### src/rtl/memory_writer_pkg.sv
// Shared types and constants for the button-driven memory entry writer.
package memory_writer_pkg;

  localparam int DATA_W = 16;

  localparam int BTN_NEXT  = 0;
  localparam int BTN_PREV  = 1;
  localparam int BTN_WRITE = 2;
  localparam int BTN_CLEAR = 3;

  typedef enum logic [1:0] {
    IDLE  = 2'd0,
    WRITE = 2'd1,
    CLEAR = 2'd2
  } state_t;

  function automatic int addr_w(input int n);
    if (n <= 2) begin
      return 1;
    end else begin
      return $clog2(n);
    end
  endfunction

endpackage

### src/rtl/button_debouncer.sv
// Synchronizes a raw button, accepts a level change after DEBOUNCE_CYCLES stable
// samples, and emits a one-cycle pulse on each accepted press.
module button_debouncer #(
  parameter int DEBOUNCE_CYCLES = 1000000
) (
  input  logic clk,
  input  logic rst,
  input  logic btn_raw,
  output logic btn_level,
  output logic btn_pulse
);

  localparam int CNT_W = (DEBOUNCE_CYCLES > 1) ? $clog2(DEBOUNCE_CYCLES) : 1;
  localparam logic [CNT_W-1:0] CNT_LAST = CNT_W'(DEBOUNCE_CYCLES - 1);

  logic             sync1_r;
  logic             sync2_r;
  logic             level_r;
  logic             level_d_r;
  logic             pulse_r;
  logic [CNT_W-1:0] cnt_r;

  // Synchronizer, debounce counter and rising-edge pulse register.
  always_ff @(posedge clk or posedge rst) begin
    if (rst) begin
      sync1_r   <= 1'b0;
      sync2_r   <= 1'b0;
      level_r   <= 1'b0;
      level_d_r <= 1'b0;
      pulse_r   <= 1'b0;
      cnt_r     <= '0;
    end else begin
      sync1_r   <= btn_raw;
      sync2_r   <= sync1_r;
      level_d_r <= level_r;
      pulse_r   <= level_r & ~level_d_r;
      if (sync2_r != level_r) begin
        // The toggling edge is the DEBOUNCE_CYCLES-th consecutive differing sample.
        if (cnt_r == CNT_LAST) begin
          level_r <= ~level_r;
          cnt_r   <= '0;
        end else begin
          cnt_r <= cnt_r + CNT_W'(1);
        end
      end else begin
        cnt_r <= '0;
      end
    end
  end

  assign btn_level = level_r;
  assign btn_pulse = pulse_r;

endmodule

### src/rtl/memory_entry_writer.sv
// Turns debounced next/prev/write/clear buttons into single-cycle memory write
// strobes, keeping the edit index and sweeping the memory to zero on clear.
module memory_entry_writer
  import memory_writer_pkg::*;
#(
  parameter int MEM_SIZE        = 17,
  parameter int DEBOUNCE_CYCLES = 1000000,
  parameter int AUTO_INC        = 1,
  localparam int ADDR_W         = addr_w(MEM_SIZE)
) (
  input  logic              clk,
  input  logic              rst,
  input  logic              btn_next,
  input  logic              btn_prev,
  input  logic              btn_write,
  input  logic              btn_clear,
  input  logic [DATA_W-1:0] sw,
  output logic              wr_en,
  output logic [ADDR_W-1:0] wr_addr,
  output logic [DATA_W-1:0] wr_data,
  output logic [ADDR_W-1:0] cur_index,
  output logic              busy
);

  localparam logic [ADDR_W-1:0] LAST_IDX = ADDR_W'(MEM_SIZE - 1);

  logic [3:0] raw_s;
  logic [3:0] pulse_s;
  logic [3:0] levels_unused_s;

  assign raw_s = {btn_clear, btn_write, btn_prev, btn_next};

  for (genvar i = 0; i < 4; i++) begin : g_btn
    button_debouncer #(
      .DEBOUNCE_CYCLES(DEBOUNCE_CYCLES)
    ) u_deb (
      .clk      (clk),
      .rst      (rst),
      .btn_raw  (raw_s[i]),
      .btn_level(levels_unused_s[i]),
      .btn_pulse(pulse_s[i])
    );
  end

  state_t            state_r,     state_nxt_s;
  logic [ADDR_W-1:0] clr_cnt_r,   clr_cnt_nxt_s;
  logic [ADDR_W-1:0] cur_index_r, cur_index_nxt_s;
  logic [ADDR_W-1:0] wr_addr_r,   wr_addr_nxt_s;
  logic [DATA_W-1:0] wr_data_r,   wr_data_nxt_s;
  logic              wr_en_r,     wr_en_nxt_s;
  logic              busy_r,      busy_nxt_s;

  // State and output registers; reset aborts any sweep in progress.
  always_ff @(posedge clk or posedge rst) begin
    if (rst) begin
      state_r     <= IDLE;
      clr_cnt_r   <= '0;
      cur_index_r <= '0;
      wr_addr_r   <= '0;
      wr_data_r   <= '0;
      wr_en_r     <= 1'b0;
      busy_r      <= 1'b0;
    end else begin
      state_r     <= state_nxt_s;
      clr_cnt_r   <= clr_cnt_nxt_s;
      cur_index_r <= cur_index_nxt_s;
      wr_addr_r   <= wr_addr_nxt_s;
      wr_data_r   <= wr_data_nxt_s;
      wr_en_r     <= wr_en_nxt_s;
      busy_r      <= busy_nxt_s;
    end
  end

  // Next-state selection with clear > write priority in IDLE.
  always_comb begin
    state_nxt_s = state_r;
    case (state_r)
      IDLE: begin
        if (pulse_s[BTN_CLEAR]) begin
          state_nxt_s = CLEAR;
        end else if (pulse_s[BTN_WRITE]) begin
          state_nxt_s = WRITE;
        end else begin
          state_nxt_s = IDLE;
        end
      end
      WRITE: state_nxt_s = IDLE;
      CLEAR: begin
        if (clr_cnt_r == LAST_IDX) begin
          state_nxt_s = IDLE;
        end else begin
          state_nxt_s = CLEAR;
        end
      end
      default: state_nxt_s = IDLE;
    endcase
  end

  // Register next-values; outputs are registered so they line up with state_r.
  always_comb begin
    clr_cnt_nxt_s   = clr_cnt_r;
    cur_index_nxt_s = cur_index_r;
    wr_addr_nxt_s   = wr_addr_r;
    wr_data_nxt_s   = wr_data_r;
    wr_en_nxt_s     = 1'b0;
    busy_nxt_s      = 1'b0;
    case (state_r)
      IDLE: begin
        if (pulse_s[BTN_CLEAR]) begin
          clr_cnt_nxt_s = '0;
          wr_addr_nxt_s = '0;
          wr_data_nxt_s = '0;
          wr_en_nxt_s   = 1'b1;
          busy_nxt_s    = 1'b1;
        end else if (pulse_s[BTN_WRITE]) begin
          wr_addr_nxt_s = cur_index_r;
          wr_data_nxt_s = sw;
          wr_en_nxt_s   = 1'b1;
        end else if (pulse_s[BTN_NEXT]) begin
          if (cur_index_r < LAST_IDX) begin
            cur_index_nxt_s = cur_index_r + ADDR_W'(1);
          end else begin
            cur_index_nxt_s = cur_index_r;
          end
        end else if (pulse_s[BTN_PREV]) begin
          if (cur_index_r != '0) begin
            cur_index_nxt_s = cur_index_r - ADDR_W'(1);
          end else begin
            cur_index_nxt_s = cur_index_r;
          end
        end else begin
          cur_index_nxt_s = cur_index_r;
        end
      end
      WRITE: begin
        if ((AUTO_INC != 0) && (cur_index_r < LAST_IDX)) begin
          cur_index_nxt_s = cur_index_r + ADDR_W'(1);
        end else begin
          cur_index_nxt_s = cur_index_r;
        end
      end
      CLEAR: begin
        // clr_cnt_r tracks the address being written this cycle.
        if (clr_cnt_r == LAST_IDX) begin
          cur_index_nxt_s = '0;
        end else begin
          clr_cnt_nxt_s = clr_cnt_r + ADDR_W'(1);
          wr_addr_nxt_s = clr_cnt_r + ADDR_W'(1);
          wr_data_nxt_s = '0;
          wr_en_nxt_s   = 1'b1;
          busy_nxt_s    = 1'b1;
        end
      end
      default: begin
        cur_index_nxt_s = cur_index_r;
      end
    endcase
  end

  assign wr_en     = wr_en_r;
  assign wr_addr   = wr_addr_r;
  assign wr_data   = wr_data_r;
  assign cur_index = cur_index_r;
  assign busy      = busy_r;

endmodule
### config.mk
export PLATFORM = sky130hd
export DESIGN_NAME = memory_entry_writer
export DESIGN_NICKNAME = d
export VERILOG_FILES = /design/src/rtl/memory_writer_pkg.sv /design/src/rtl/button_debouncer.sv /design/src/rtl/memory_entry_writer.sv
export SDC_FILE = /design/constraint.sdc
export NUM_CORES = 1
export LEC_CHECK = 0
export CAP_MARGIN = 20
export CORE_ASPECT_RATIO = 1.5
export CORE_MARGIN = 4
export CORE_UTILIZATION = 30
export DETAILED_ROUTE_END_ITERATION = 8
export DONT_BUFFER_PORTS = 1
export GPL_TIMING_DRIVEN = 0
export SYNTH_ARGS = -nofsm -noshare
export SYNTH_HDL_FRONTEND = slang
export SYNTH_SLANG_ARGS = --single-unit
export TNS_END_PERCENT = 50
### constraint.sdc
create_clock -name clk -period 8 [get_ports clk]
set_clock_uncertainty 0.2 [all_clocks]
set_input_delay 1.6 -clock clk [delete_from_list [all_inputs] [get_ports clk]]
set_output_delay 1.6 -clock clk [all_outputs]
set_load 0.03 [all_outputs]
* Yosys cells after proc, flatten, opt, wreduce, memory -nomap -nowiden
Cells that the tools add are included.
** Storage, ports and cells
- Register bits :: 135
- Input port bits :: 22
- Logic and storage cells :: 117
** Cells by class
- $add $sub $neg :: 7
- $lt $le $gt $ge :: 1
- Equal/unequal tests :: 19
- Muxes and demuxes :: 36
- Bitwise gates (word level) :: 12
- Reductions and logical operators :: 11
** Operators with widths (count)
- 20-bit two-way mux :: 8
- 20-bit by 1-bit adder with 20-bit output (second input constant) :: 4
- 20-bit equality test (second input constant) :: 4
- 5-bit two-way mux :: 11
- 16-bit two-way mux :: 3
- 16-bit case mux with 2 select lines :: 1
- 5-bit case mux with 2 select lines :: 2
- 5-bit case mux with 3 select lines :: 1
- 5-bit by 1-bit adder with 5-bit output (second input constant) :: 2
- 2-bit inequality test (second input constant) :: 4
- 1-bit NOT :: 8
- 2-bit AND reduction :: 4
- 3-bit by 1-bit inequality test with 1-bit output (second input constant) :: 2
- 3-bit AND reduction :: 2
- 6-bit AND reduction :: 1
- 5-bit equality test (second input constant) :: 1
- 5-bit < comparator (second input constant) :: 1
- 1-bit two-way mux :: 5
- 5-bit nonzero test :: 1
- 5-bit by 1-bit subtractor with 5-bit output (second input constant) :: 1
- 1-bit AND :: 4
- 2-bit two-way mux :: 2
- 1-bit inequality test :: 4
- 1-bit case mux with 2 select lines :: 2
- 8 further kinds :: 8

* Depth between registers and ports, before layout
Gate-level depths: netlist of run 1.
- Word-level depth :: 7
- Depth in mapped cells :: 8

* By module
A second synthesis of run 1 with hierarchy kept.
** Second synthesis, totals
- Cell total of the unflattened synthesis :: 654
- Area, all modules :: 6638.9 µm²
** Modules (own cells, without submodules)
- button_debouncer :: times used 4, cells an instance 114, area an instance 1168.6 µm², sequential area each 625.6 µm²
- memory_entry_writer :: times used 1, cells an instance 198, area an instance 1964.4 µm², sequential area each 850.8 µm²

* Worst setup path after synthesis of run 1
Ideal clock, no wire load.
- Path kind :: register to output
- Start point :: register cur_index_r[0] (netlist: cur_index[0])
- End point :: output port cur_index[0]
- Arrival time :: 566 ps
- Required time :: 6200 ps
- Slack :: 5634 ps
- Stages on the path, launching flop included :: 1
- Buffers on the path :: 0
- Cells stage by stage :: dfrtp_1
** RTL lines
- start: declaration :: line memory_entry_writer.sv:47 : logic [ADDR_W-1:0] cur_index_r, cur_index_nxt_s;
- start signal: assignment :: line memory_entry_writer.sv:66 : cur_index_r <= cur_index_nxt_s;
- end: declaration :: line memory_entry_writer.sv:21 : output logic [ADDR_W-1:0] cur_index,
No word-level cell between the ends.

==> results.md, run 1 <==
* Biggest fanout along the worst timing path at 10
* Global-route wire length before repair at 25,300 um
* NumNets Final at 711
* Cell with the most instances on the worst path: clkbuf_1
* Maximum vdd drop at roughly 0.19 mV
* Antenna violations before repair at 0
* Area growth syn-to-layout at 14.6%
* Maximum number of pins on one net before global-route repair at 72
* Synth Area in Simple Gates at a little over a fifth
* Number of gates resized after cts at 0
* Combinational share of power at under 10%
* Vert. Die Dim at 188 um
* Final Critical Period at a little over 3000 ps
* CTS tree: yes
* Total negative slack for setup checks at 0 ps
* Global placer's final weighted congestion at between 0.8 and 0.9
* Total cell area at the placement stage at just under 0.007 sq mm
* Worst Hold Class: reg -> reg
* Final hold violation count at 0
* Post-synthesis sequential area ratio at approximately half
* Clock share of power at about half
* CP Launch Type: register
* Routed wire length at 15,200 um
* Final std cell area, no fill at 0.00744 sq mm
* Synth Register Bits at between 100 and 150
* Static leakage at around 3 nW
* Crit end category: register
* Fraction of the mapped netlist area in compound gates at 11.8%
* Power share of the sequential group at ~46%
* CP max stage delay at approximately 580 ps
* Number of max-capacitance violations reported at 0
* Top library cells by usage in the layout, fill and taps aside: 134 x dfrtp_1, 68 x nor2_1, 50 x nand2_1
* Detailed Routing Iterations Pass 1 at 4
* Cell count after synthesis at around 660
* Number of pins exceeding their max-slew limit in the final report at 0
* Hold path depth at 0
* Busiest metal layer after global routing: met2
* Initial cell density of the core at about 31%
* Met3 usage at 3.08%
* RSZ-0062 raised after global routing: no
* DRC violation count after routing at 0
* Net Sw Power at around 0.35 mW
* Root cell of the clock tree: clkbuf_16
* Critical path data required time at around 8100 ps
* CP Cell Sequence: ha_1 -> clkbuf_1 -> mux2i_1 -> clkbuf_1 -> clkbuf_1 -> o31ai_1
* Number of CTS-inserted buffers at 17
* Grt met2 use at approximately 22%
* Clock Pin Slew Worst Setup and Hold Paths at approximately 60 ps
* Floorplan core area at between 0.02 and 0.025 sq mm
* HPWL after detailed placement at 10,500 um
* Worst Path Arrival at just over 3000 ps
* Maximum root-to-sink buffer count at 2
* P_int at between 1 and 1.5 mW
* Number of library cell types mapped by synthesis at 46
* Number of diodes added for antenna fixing at 0
* Number of cells on the critical path at 6
* Number of sinks driven by the clock tree at ~130
* Share of post-route cells with drive strength above 1 at under 10%
* Buffers inserted during post-CTS setup optimization at 0
* Relative slew margins at a little under half
* GRT Residual Overflow at 0
* Met1 capacity usage during global routing at around 16%
* Worst-margin pin slew at just under 800 ps
* Via density per instance at 5.12
* Cell with the largest stage delay on the worst path: clkbuf_1
* Aggregate global-route resource usage at a little over an eighth
* Mean cell area of the mapped netlist at roughly 10 sq um
* Main combinational cell family by area after synthesis: simple AND/OR/NAND/NOR gates
* Main flop type after synthesis: dfrtp_1
* Deepest level of the CTS H-tree at 4
* Post-synth EDFFs at 0
* Timing-limited maximum frequency at between 300 and 400 MHz
* Post-route antenna net violation count at 0
* Number of warnings printed during yosys synthesis at 0
* Final period util at a little under two fifths
* Proportion of total power due to net switching at 23.2%
* Adder-cell area share of the yosys netlist at roughly 2.5%
* Worst setup path category: reg -> reg
* Core Rows at 65
* I/O pin count at 50
* Fraction of synthesized cell area in xor and xnor cells at slightly above 7%
* Power per Cell Area at approximately 200 mW/mm^2
* Die ar. at 0.0241 sq mm
* Setup-violating endpoint count in the final report at 0
* Buffer and inverter count on the worst path at 3
* Cell class contributing the biggest share of worst-path delay: buffers and inverters
* Leading cell type in the layout, fill and taps excluded: dfrtp_1
* DIE WIDTH at around 130 um
* Number of vias after detailed routing at 4,898
* Ys async rst share at 100%
* Hold_buf cts at 0
* Run status: complete, no violations
* First-iteration detailed-routing DRC count at roughly 260
* Portion of netlist area occupied by mux cells at roughly 2.4%
* Area of the mapped netlist at approximately 0.0065 sq mm
* Synthesized Nets at 691
* Number of cells traversed by the worst register-to-register path at 6
* Vias in the first global route at between 4,000 and 5,000
* Worst skew pair latency at ~430 ps
* Quantity of I/O buffers inserted on ports at 0
* Routed wire length per instance at ~16 um
[metrics by stage]
step	setup slack [ps]	cells	total power, mW	util [%]	hold slack [ps]
finish	4980	957	1.51	35.2	153
global route	4710	957	1.56	35.2	166
CTS	4930	957	1.52	35.2	153
detailed placement	4940	925	0.742	32.4	139
global placement	959	924	0.740	32.3	137
floorplan	2620	656	0.729	-	131
[area by class of cell]
type	instances	area (sq um)
Buffer	27	105
Clock buffer	19	433
Clock inverter	13	148
Fill cell	2177	13700
Inverter	23	91.3
Multi-Input combinational cell	472	2940
Sequential cell	134	3350
Tap cell	268	335
Timing Repair Buffer	1	27.5
[routing by layer]
layer,vias up,share of wire [%],wire [um]
met4,0,2.0,305
met2,99,50,7620
met5,-,0,0
met3,21,4.0,615
li1,2379,-,-
met1,2399,44,6680
[Yosys cell counts (5+ instances only)]
cell type  instances  area (sq um)
inv_1             23          86.3
a21oi_1           29           145
mux2_2            11           124
clkbuf_1          24          90.1
ha_1              13           163
and2_1             5          31.3
or4_1             10          75.1
nor2b_1            5          31.3
o21ai_0           48           240
or3_1             22           138
nor2_1            68           255
and3_1             9          56.3
nor3_1            17          85.1
dfrtp_1          134          3350
nand3_1           36           180
xnor2_1           35           307
xor2_1            18           158
nor4_1             9          56.3
o31ai_1           22           165
nand2_1           50           188
nand4_1           17           106
[logic make-up (layout without fill, tap and decap cells)]
kind of cell,count (synthesis),count (layout)
flops,134,134
xor+xnor,53,53
buf+inv,50,83
compound gates,122,122
simple gates,270,270
fa+ha+maj,13,13
mux,14,14
[final timing paths]
kind,startpoint,end,slack [ps]
hold / removal,g_btn[3].u_deb.sync1_r,g_btn[3].u_deb.sync2_r,150
setup / recovery,busy,wr_data[7],4980
min in group asynchronous,rst,g_btn[2].u_deb.cnt_r[13],910
hold reg to reg,g_btn[3].u_deb.sync1_r,g_btn[3].u_deb.sync2_r,150
max in group asynchronous,rst,clr_cnt_r[4],5920
setup reg to reg,busy,wr_data[7],4980
[power by group through the flow]
stage | Clock [mW] | Sequential, mW | Combinational, mW
floorplan | 0 | 0.702 | 0.0264
global placement | 0 | 0.704 | 0.0357
detailed placement | 0 | 0.704 | 0.0379
CTS | 0.795 | 0.692 | 0.0381
global route | 0.826 | 0.692 | 0.0431
finish | 0.777 | 0.692 | 0.0363
[flip-flops by register name (all words and copies together), names as in the netlist]
register	cells
g_btn.u_deb.sync1_r	4
cur_index	5
g_btn.u_deb.btn_level	4
g_btn.u_deb.sync2_r	4
clr_cnt_r	5
g_btn.u_deb.btn_pulse	4
state_r	1
g_btn.u_deb.level_d_r	4
g_btn.u_deb.cnt_r	80
wr_en	1
wr_addr	5
busy	1
wr_data	16
Power figures use the tool's default switching activity.
==> run 2: changes to the inputs <==
==> constraint.sdc (replaced) <==
create_clock -name clk -period 2.85 [get_ports clk]
set_clock_uncertainty 0.2 [all_clocks]
set_input_delay 0.57 -clock clk [delete_from_list [all_inputs] [get_ports clk]]
set_output_delay 0.57 -clock clk [all_outputs]
set_load 0.03 [all_outputs]
==> run 2 against run 1 <==
  * Via count grew 0.55%
  * Cell count grew 0.84%
  * Routed wire length shrank 2.3%
  * Die area is the same
  * Flip-flop and latch count is the same
  * Maximum frequency grew 14%
  * Combinational power grew to 3.2 times the previous value
==> results.md, run 2 (synthesis gave the netlist of run 1 again) <==
* Quantity of I/O buffers inserted on ports at 0
* CP max stage delay at between 500 and 600 ps
* Worst skew pair latency at about 420 ps
* CP Launch Type: register
* Minimum setup slack after placement at -239 ps
* Number of vias after detailed routing at 4,925
* Initial cell density of the core at approximately 30%
* Setup-violating endpoint count in the final report at 0
* Number of sinks driven by the clock tree at ~130
* Detailed Routing Iterations Pass 1 at 4
* Number of pins exceeding their max-slew limit in the final report at 0
* Post-route antenna net violation count at 0
* DIE WIDTH at around 130 um
* Routed wire length at between 10,000 and 15,000 um
* Largest reg by FF count: g_btn.u_deb.cnt_r
* Relative slew margins at between 40% and 50%
* Total cell area at the placement stage at between 0.006 and 0.007 sq mm
* Launching element of the worst setup path: busy
* Cell class contributing the biggest share of worst-path delay: buffers and inverters
* HPWL after detailed placement at between 10,000 and 15,000 um
* Vias in the first global route at 4,845
* Total negative slack for setup checks at 0 ps
* Combinational share of power at under 10%
* Root cell of the clock tree: clkbuf_16
* Worst-margin pin slew at 831 ps
* Maximum vdd drop at ~0.45 mV
* Clock Pin Slew Worst Setup and Hold Paths at ~60 ps
* Number of CTS-inserted buffers at 17
* Share of post-route cells with drive strength above 1 at 9.18%
* Power share of the sequential group at between 40 and 50%
* NumNets Final at slightly above 700
* Core Rows at between 60 and 70
* Die ar. at between 0.02 and 0.025 sq mm
* Leading cell type in the layout, fill and taps excluded: dfrtp_1
* Biggest fanout along the worst timing path at 10
* RSZ-0062 raised after global routing: no
* Grt met2 use at between 20 and 25%
* GRT Residual Overflow at 0
* Cell with the most instances on the worst path: clkbuf_2
* Critical path data required time at 2920 ps
* Worst Hold Class: in -> reg
* First-iteration detailed-routing DRC count at between 200 and 300
* Maximum number of pins on one net before global-route repair at 34
* Worst Path Arrival at 2730 ps
* Global-route wire length before repair at about 25,000 um
* Run status: complete, no violations
* Worst setup path category: reg -> reg
* Net Sw Power at 0.987 mW
* Routed wire length per instance at around 15 um
* Deepest level of the CTS H-tree at 4
* Total Power Consumption at approximately 4.3 mW
* Maximum root-to-sink buffer count at 2
* Cell with the largest stage delay on the worst path: dfrtp_1
* Via density per instance at about 5.1
* Timing-limited maximum frequency at about 380 MHz
* Final Critical Period at around 2700 ps
* Met1 capacity usage during global routing at 16.1%
* Buffer and inverter count on the worst path at 3
* Crit end category: register
* Clock share of power at 51.6%
* Final period util at between 90% and 100%
* I/O pin count at 50
* Busiest metal layer after global routing: met2
* Final hold violation count at 0
* Storage element area at 0.00335 sq mm
* Met3 usage at ~2.7%
* FILL cells at roughly 2,200
* Static leakage at 3.03 nW
* CP Cell Sequence: ha_1 -> clkbuf_1 -> mux2i_1 -> clkbuf_2 -> clkbuf_2 -> o31ai_1
* Smallest hold slack at ~72 ps
* Antenna violations before repair at 0
* Power per Cell Area at 563 mW/mm^2
* Worst r2r src: busy
* Global placer's final weighted congestion at ~0.86
* Final std cell area, no fill at 0.00756 sq mm
* Number of diodes added for antenna fixing at 0
* Floorplan core area at roughly 0.021 sq mm
* Max FFs per register at 80
* Buffers inserted during post-CTS setup optimization at 0
* P_int at about 3.3 mW
* Final setup margin at a little under 200 ps
* Vert. Die Dim at about 190 um
* DRC violation count after routing at 0
* CTS tree: yes
* Area growth syn-to-layout at 16.5%
* Number of max-capacitance violations reported at 0
* Multi-input combinational cell area at ~0.003 sq mm
* Proportion of total power due to net switching at a little under a quarter
* Top library cells by usage in the layout, fill and taps aside: 134 x dfrtp_1, 68 x nor2_1, 50 x nand2_1
* Worst hold start: sw[2]
* Aggregate global-route resource usage at 12.8%
## run 2: changes by cell type in the layout (fill, tap and decap cells not counted), sizes merged
cell	change
dlygate4sd3	+5
buf	+3
clkbuf	-2
clkinv	+1
inv	+1
## run 2: power groups by stage
stage	Combinational [mW]	Sequential, mW	Clock (mW)
after floorplan	0.0746	1.97	0
after global placement	0.100	1.98	0
after detailed placement	0.115	1.98	0
after CTS	0.121	1.94	2.24
after global routing	0.134	1.94	2.33
final	0.116	1.94	2.20
## run 2: final timing paths
path	depth (start not counted)	slack [ps]	endpoint
worst max-delay path	6	200	wr_data[4]
worst min-delay path	2	70	wr_data[2]
worst max register to register	6	200	wr_data[4]
worst min register to register	0	150	g_btn[3].u_deb.sync2_r
max in group asynchronous	6	810	g_btn[0].u_deb.cnt_r[0]
min in group asynchronous	2	460	g_btn[3].u_deb.cnt_r[2]
## run 2: cell type report
type / count / share of cell area [%]
Sequential cell: 134 / 44.4
Clock buffer: 17 / 5.63
Multi-Input combinational cell: 472 / 39.0
Tap cell: 268 / 4.44
Clock inverter: 15 / 2.23
Timing Repair Buffer: 9 / 1.72
Buffer: 27 / 1.47
Inverter: 23 / 1.19
## run 2: what timing repair did
item                                   in CTS  in global routing
endpoints found under the hold margin      25                  0
hold buffers                                5                  0
resized for setup                           3                  4
setup endpoints to repair                  10                 10
## run 2: per-layer routing
layer,routed length [um],vias to the layer above
met5,0,-
met4,240,0
met1,6610,2422
met2,7500,77
met3,524,22
li1,-,2404
## run 2: stage by stage
| stage | util (%) | cells |
|---|---|---|
| 2_1_floorplan | - | 656 |
| 4_1_cts | 35.7 | 965 |
| 3_3_place_gp | 32.3 | 924 |
| 5_1_grt | 35.7 | 965 |
| 3_5_place_dp | 32.7 | 928 |
| 6_report | 35.7 | 965 |
